[config.mk]
export PLATFORM = sky130hd
export DESIGN_NAME = clk_divider_prog
export DESIGN_NICKNAME = d
export VERILOG_FILES = /design/src/rtl/clk_divider_prog.sv
export SDC_FILE = /design/constraint.sdc
export NUM_CORES = 1
export LEC_CHECK = 0
export ABC_AREA = 1
export BUFFER_PORTS_ARGS = -buffer_cell sky130_fd_sc_hd__buf_2
export CAP_MARGIN = 20
export CORE_MARGIN = 10
export CORE_UTILIZATION = 45
export DETAILED_ROUTE_END_ITERATION = 10
export GPL_TIMING_DRIVEN = 0
export PLACE_DENSITY_LB_ADDON = 0.08
export SYNTH_ARGS = -nofsm -noshare
export SYNTH_HDL_FRONTEND = slang
export SYNTH_SLANG_ARGS = --single-unit
[constraint.sdc]
create_clock -name clk_in -period 9.2 [get_ports clk_in]
set_input_delay 0.92 -clock clk_in [delete_from_list [all_inputs] [get_ports clk_in]]
set_output_delay 0.92 -clock clk_in [all_outputs]
set_load 0.05 [all_outputs]
[src/rtl/clk_divider_prog.sv]
// Runtime-programmable clock divider with glitch-free divisor reload at period boundaries.
// Optional completed-period counter enabled by defining CLK_DIV_PERIOD_CNT_EN.
module clk_divider_prog #(
  parameter int WIDTH       = 16,
  parameter int DEFAULT_DIV = 8
`ifdef CLK_DIV_PERIOD_CNT_EN
  ,
  parameter int PCNT_W      = 16
`endif
) (
  input  logic             clk_in,
  input  logic             res_n,
  input  logic             en,
  input  logic [WIDTH-1:0] div_in,
  input  logic             div_valid,
  output logic             div_ready,
  output logic [WIDTH-1:0] div_cur,
  output logic             clk_out,
`ifdef CLK_DIV_PERIOD_CNT_EN
  output logic [PCNT_W-1:0] period_cnt,
`endif
  output logic             tick
);

  localparam logic [WIDTH-1:0] DEF = WIDTH'(DEFAULT_DIV);
  localparam logic [WIDTH-1:0] TWO = WIDTH'(2);
  localparam logic [WIDTH-1:0] ONE = WIDTH'(1);

  logic [WIDTH-1:0] cnt_q, cnt_d;
  logic [WIDTH-1:0] div_q, div_d;
  logic [WIDTH-1:0] pend_q, pend_d;
  logic             pend_vld_q, pend_vld_d;
  logic             clk_q, clk_d;
  logic             tick_q, tick_d;
  logic             wrap;
  logic             load;
  logic             xfer;

  always_comb begin
    wrap       = en && (cnt_q == (div_q - ONE));
    // paused at the period start: apply even without en
    load       = pend_vld_q && (wrap || (!en && (cnt_q == '0)));
    xfer       = div_valid && !pend_vld_q;
    cnt_d      = cnt_q;
    div_d      = div_q;
    pend_d     = pend_q;
    pend_vld_d = pend_vld_q;
    tick_d     = wrap;
    if (en) begin
      cnt_d = wrap ? '0 : (cnt_q + ONE);
    end
    if (load) begin
      div_d      = pend_q;
      pend_vld_d = 1'b0;
    end
    if (xfer) begin
      pend_d     = (div_in < TWO) ? TWO : div_in;
      pend_vld_d = 1'b1;
    end
    clk_d = (cnt_d >= (div_d - (div_d >> 1)));
  end

  always_ff @(posedge clk_in or negedge res_n) begin
    if (!res_n) begin
      cnt_q      <= '0;
      div_q      <= DEF;
      pend_q     <= '0;
      pend_vld_q <= 1'b0;
      clk_q      <= 1'b0;
      tick_q     <= 1'b0;
    end else begin
      cnt_q      <= cnt_d;
      div_q      <= div_d;
      pend_q     <= pend_d;
      pend_vld_q <= pend_vld_d;
      clk_q      <= clk_d;
      tick_q     <= tick_d;
    end
  end

`ifdef CLK_DIV_PERIOD_CNT_EN
  logic [PCNT_W-1:0] pcnt_q, pcnt_d;

  always_comb begin
    pcnt_d = pcnt_q;
    if (wrap) begin
      pcnt_d = pcnt_q + PCNT_W'(1);
    end
  end

  always_ff @(posedge clk_in or negedge res_n) begin
    if (!res_n) begin
      pcnt_q <= '0;
    end else begin
      pcnt_q <= pcnt_d;
    end
  end

  assign period_cnt = pcnt_q;
`endif

  assign div_ready = !pend_vld_q;
  assign div_cur   = div_q;
  assign clk_out   = clk_q;
  assign tick      = tick_q;

endmodule
# Yosys cells after proc, flatten, opt, wreduce, memory -nomap -nowiden
# Cells that the tools add are included.
dict set report word_totals {
  reg_bits 51
  input_bits 20
  out_inout_bits 19
  word_cells 27
}
dict set report op_classes {
  addsub 3
  order_cmp 2
  n_eq_ne 1
  mux 6
  n_reduce_logical 9
}
# operator n
set ops {}
lappend ops {{2-to-1 mux 16 bit} 4}
lappend ops {{adder 16 x 1 -> 16 bit (second input constant)} 1}
lappend ops {{equality test 16 bit} 1}
lappend ops {{greater-or-equal comparator 16 bit} 1}
lappend ops {{zero test 16 bit} 1}
lappend ops {{less-than comparator 16 x 2 -> 1 bit (second input constant)} 1}
lappend ops {{subtractor 16 x 1 -> 16 bit (second input constant)} 1}
lappend ops {{subtractor 16 x 15 -> 16 bit} 1}
lappend ops {{logical AND 1 bit} 4}
lappend ops {{zero test 1 bit} 2}
lappend ops {{2-to-1 mux 1 bit} 2}
lappend ops {{nonzero test 2 bit} 1}
lappend ops {{logical OR 1 bit} 1}

# Depth between registers and ports, before layout
dict set report logic_depth {
  depth_word 8
  mapped_depth 37
  ltp_nobuf 36
}

# Least setup slack after synthesis
# Ideal clock, no wire load.
dict set report synth_timing {
  path_type {reg2reg}
  from {reg div_q[0] (netlist: div_cur[0])}
  to {reg clk_q (netlist: clk_out)}
  arrival_time_ns 4.734
  required_time_ns 9.131
  slack_ns 4.397
  stages_incl_launch_ff 33
  n_path_buf 1
  period_less_slack_ns 4.803
  path_cell_list {dfrtp_1 inv_1 ha_1 nand2_4 nand2_1 nand3_1 inv_1 nor2_1 nand2_1 nor2_1 nand2_1 nor2_2 nand2_2 nand2_4 nand2_4 buf_6 o21ai_2 inv_2 ha_1 fa_1 o21ai_0 a21oi_1 o21ai_0 nand4_1 nand3_1 xnor2_1 ha_1 nand2_1 inv_1 nand3_1 nor3_1 nand3_1 nand3_1}
}
dict set report synth_between {
  elab_chain_len 8
}
# element line
set synth_rtl {}
lappend synth_rtl {{from (decl)} 30} ;# logic [WIDTH-1:0] div_q, div_d;
lappend synth_rtl {{from (signal assigned)} 73} ;# div_q <= div_d;
lappend synth_rtl {{subtractor 16 x 1 -> 16 bit} 40} ;# wrap = en && (cnt_q == (div_q - ONE));
lappend synth_rtl {{equality test 16 bit} 40}
lappend synth_rtl {{logical AND 1 bit} 40}
lappend synth_rtl {{logical OR 1 bit} 42} ;# load = pend_vld_q && (wrap || (!en && (cnt_q == '0)));
lappend synth_rtl {{logical AND 1 bit} 42}
lappend synth_rtl {{2-to-1 mux 16 bit} 52} ;# if (load) begin
lappend synth_rtl {{via div_d[1]} 30}
lappend synth_rtl {{subtractor 16 x 15 -> 16 bit} 60} ;# clk_d = (cnt_d >= (div_d - (div_d >> 1)));
lappend synth_rtl {{greater-or-equal comparator 16 bit} 60}
lappend synth_rtl {{via clk_d} 33} ;# logic clk_q, clk_d;
lappend synth_rtl {{to (signal assigned)} 76} ;# clk_q <= clk_d;
lappend synth_rtl {{to (decl)} 33}
# The timed path passes the listed nets, and every way through them passes these cells.
# A chain may end at the register's enable or synchronous reset.

# Final worst setup path
# Same ends and word-level chain as after synthesis.

==> flow_summary_export.csv <==
group,metric,value,unit
cts,root_buffer,"clkbuf_8",
die,die_area,13700,µm²
detailed_routing,route.detailed.drc,0,
cts,cts_htree_levels,2,
timing,tns,0,ns
cells_and_area,final_common_cell,"nand2_1",
cts,tritoncts,"built",
grt,grt_pass1_wl,17420,µm
cells_and_area,fin_nets,713,
yosys,ys_seq_elements,51,
pwr,clkPwrFrac,0.268,
detailed_routing,routed_wl,10710,µm
cts,ctsHoldBuffers,0,
detailed_routing,dr.pass1.iters,5,
worst_setup_path,worstPathMaxFanout,10,
timing,worstMarginPinSlew,0.5641,ns
pwr,seq_power_share,0.466,
grt,grt_usage,0.1602,
timing,fin_crit,5.373,ns
placed_design,place_hpwl,9180,µm
yosys,synth_cell_types,33,
detailed_routing,vias,3895,
cts,postCtsSetupRepairBufs,0,
hold_path,worstHoldPathType,"flip-flop to flip-flop",
placed_design,dp.cells,762,
cts,cts_sinks,51,
yosys,avgSynthCellArea,6.927,µm²
die,rows,35,
die,fp.dieH,117.1,µm
die,die_w,117.1,µm
placed_design,globalplace.congestion,0.9221,
timing,maxSlewViolCount,0,
grt,grt.overflow.total,0,
yosys,synthXorXnorAreaFrac,0.06405,
die,io_pins,39,
flow_run,cap_violations,0,
cells_and_area,diodes,0,
pwr,p_int,0.3836,mW
timing,slew_headroom,0.6205,
yosys,synthMuxAreaShare,0,
detailed_routing,via_per_inst,5.058,
worst_setup_path,ff2ff_path_depth,33,
cts,cts_resized,0,
timing,holdWs,0.5092,ns
worst_setup_path,endpoint_kind,"flip-flop",
yosys,synthAdderAreaFrac,0.1051,
grt,grt_antenna_before_repair,0,
yosys,synth_area_leaders,"dfrtp_1, nand2_1, ha_1",
yosys,yosys.area_share.simple,0.3176,
grt,grt_max_degree,31,
worst_setup_path,path_class,"flip-flop to flip-flop",
cts,numCtsBuffers,5,
yosys,ys_warn_count,0,
cells_and_area,stdcell_count,770,
pwr,switchingPower,0.1929,mW
hold_path,worstHoldPathCells,2,
yosys,ys_seq_area_frac,0.3014,
cells_and_area,fillers,977,
worst_setup_path,cp.arrival,5.62,ns
cts,cts_buffer_depth,2,
yosys,yosysTopAreaCellShare,0.2952,
timing,timing.final.crit_share,0.5840,
cells_and_area,final_cell_mix,"nand2_1, inv_1, nor2_1",
cells_and_area,multi_input_area,2512,µm²
yosys,syn-num-nets,667,
timing,setup_violations,0,
yosys,netlist_area,4239,µm²
grt,grt_pass1_vias,3759,
pwr,switching_share,0.3346,
detailed_routing,drt_iter0_drc,130,
pwr,vdd_ir_drop_max,0.08415,mV
cells_and_area,drive_above_1_share,0.1517,
worst_setup_path,crit_slowest_cell,"dfrtp_1",
detailed_routing,ant_nets,0,
die,core_area,9196,µm²
cells_and_area,syn_to_final_growth,10.74,%
pwr,power_leakage,2.474,nW
detailed_routing,wire_per_inst,13.91,µm
worst_setup_path,startpoint_type,"flip-flop",
die,initial_core_util,0.4610,
cts,clkTransAtPathRegs,0.09,ns
timing,fmax,186.1,MHz
yosys,synth.largest_area_cell,"dfrtp_1",
pwr,p_per_area,122.8,nW/µm²
yosys,netlist_instances,612,
timing,hold_violations,0,
worst_setup_path,crit_required,9.45,ns
timing,skew,0.009345,ns
cells_and_area,regArea,1277,µm²
cells_and_area,final_util,0.5105,
cts,clock_latency,0.31,ns
placed_design,numPortBuffers,38,
worst_setup_path,max_stage_delay,0.41,ns
yosys,synth_top_family_by_area,"simple AND/OR/NAND/NOR gates",
run_status,status,"complete, no violations",
timing,grt_setup_unrepaired,"false",
worst_setup_path,critPathMostFrequentCell,"nand2_1",
pwr,power_frac_comb,0.266,
yosys,synth-compound-area-share,0.1060,
[cells in the mapped netlist]
library cell,instances
and2_0,1
nand3_2,1
nand2_4,3
nand2_2,6
nand3_1,45
a31oi_1,4
buf_6,4
xor2_1,24
o21ai_2,15
and3_1,1
clkbuf_1,3
o211ai_1,1
nor4_1,7
buf_2,2
dfstp_2,1
a21o_1,2
nor2_4,2
ha_1,34
o21ai_0,24
a21oi_1,26
o21a_1,2
fa_1,1
inv_2,15
nor3_1,14
xnor2_1,7
dfrtp_1,50
nor2_1,58
buf_4,1
nand4_1,6
nand2_1,161
inv_1,85
nor2_2,5
o21ai_1,1
[final cells by class]
type,instances,area share
plain buffers,10,0.01572
clock buffers,7,0.01626
clock inverters,1,0.006397
inverters,100,0.07996
multi-input cells,451,0.5352
flip-flops and latches,51,0.2721
well taps,111,0.02958
repair buffers,39,0.04478
[sequential cells by signal, summed over array words and instances (netlist names)]
register and flops:
pend_vld_q 1, cnt_q 16, clk_out 1, tick 1, pend_q 16, div_cur 16
[power by group through the flow]
| stage | registers [mW] | clock network (mW) | logic [mW] |
|---|---|---|---|
| after floorplan | 0.266 | 0 | 0.112 |
| after global placement | 0.272 | 0 | 0.148 |
| after global routing | 0.272 | 0.166 | 0.183 |
| final | 0.269 | 0.154 | 0.153 |
| after CTS | 0.268 | 0.160 | 0.155 |
| after detailed placement | 0.273 | 0 | 0.154 |
[critical path, delay by kind of cell, from the launching register on]
kind,cells,cell delay [ns]
AO/OA/AOI/OAI,4,1.13
buffers and inverters,5,0.60
AND/OR/NAND/NOR,19,1.83
XOR/XNOR,1,0.07
flip-flops,1,0.41
adder cells (fa/ha/maj),4,1.25
[worst paths after layout]
path	endpoint	slack [ns]	startpoint
setup / recovery	clk_out	3.83	div_cur[0]
hold reg to reg	pend_q[8]	0.51	pend_q[8]
max in group asynchronous	div_cur[3]	8.02	res_n
min in group asynchronous	div_cur[13]	0.58	res_n
hold / removal	pend_q[8]	0.51	pend_q[8]
setup reg to reg	clk_out	3.83	div_cur[0]
[metrics by stage]
step	total power, mW	setup slack, ns	instance area (µm²)
finish	0.5765	3.827	4695
global route	0.6206	3.085	4695
CTS	0.5827	3.756	4695
detailed placement	0.4265	3.725	4588
global placement	0.4205	3.729	4568
floorplan	0.3783	4.397	4239
[metal layers]
layer  part of all wire  GRT usage
met1               0.47     0.1979
met5                  0          0
met4              0.024    0.05272
met2               0.48     0.2842
met3              0.029    0.01631
[cells by family after synthesis]
kind of cell             count (synthesis)
buffers and inverters                  110
AO/OA/AOI/OAI                           75
adder cells (fa/ha/maj)                 35
XOR/XNOR                                31
flip-flops                              51
AND/OR/NAND/NOR                        310
No activity file was read; power rests on OpenSTA's default activity.
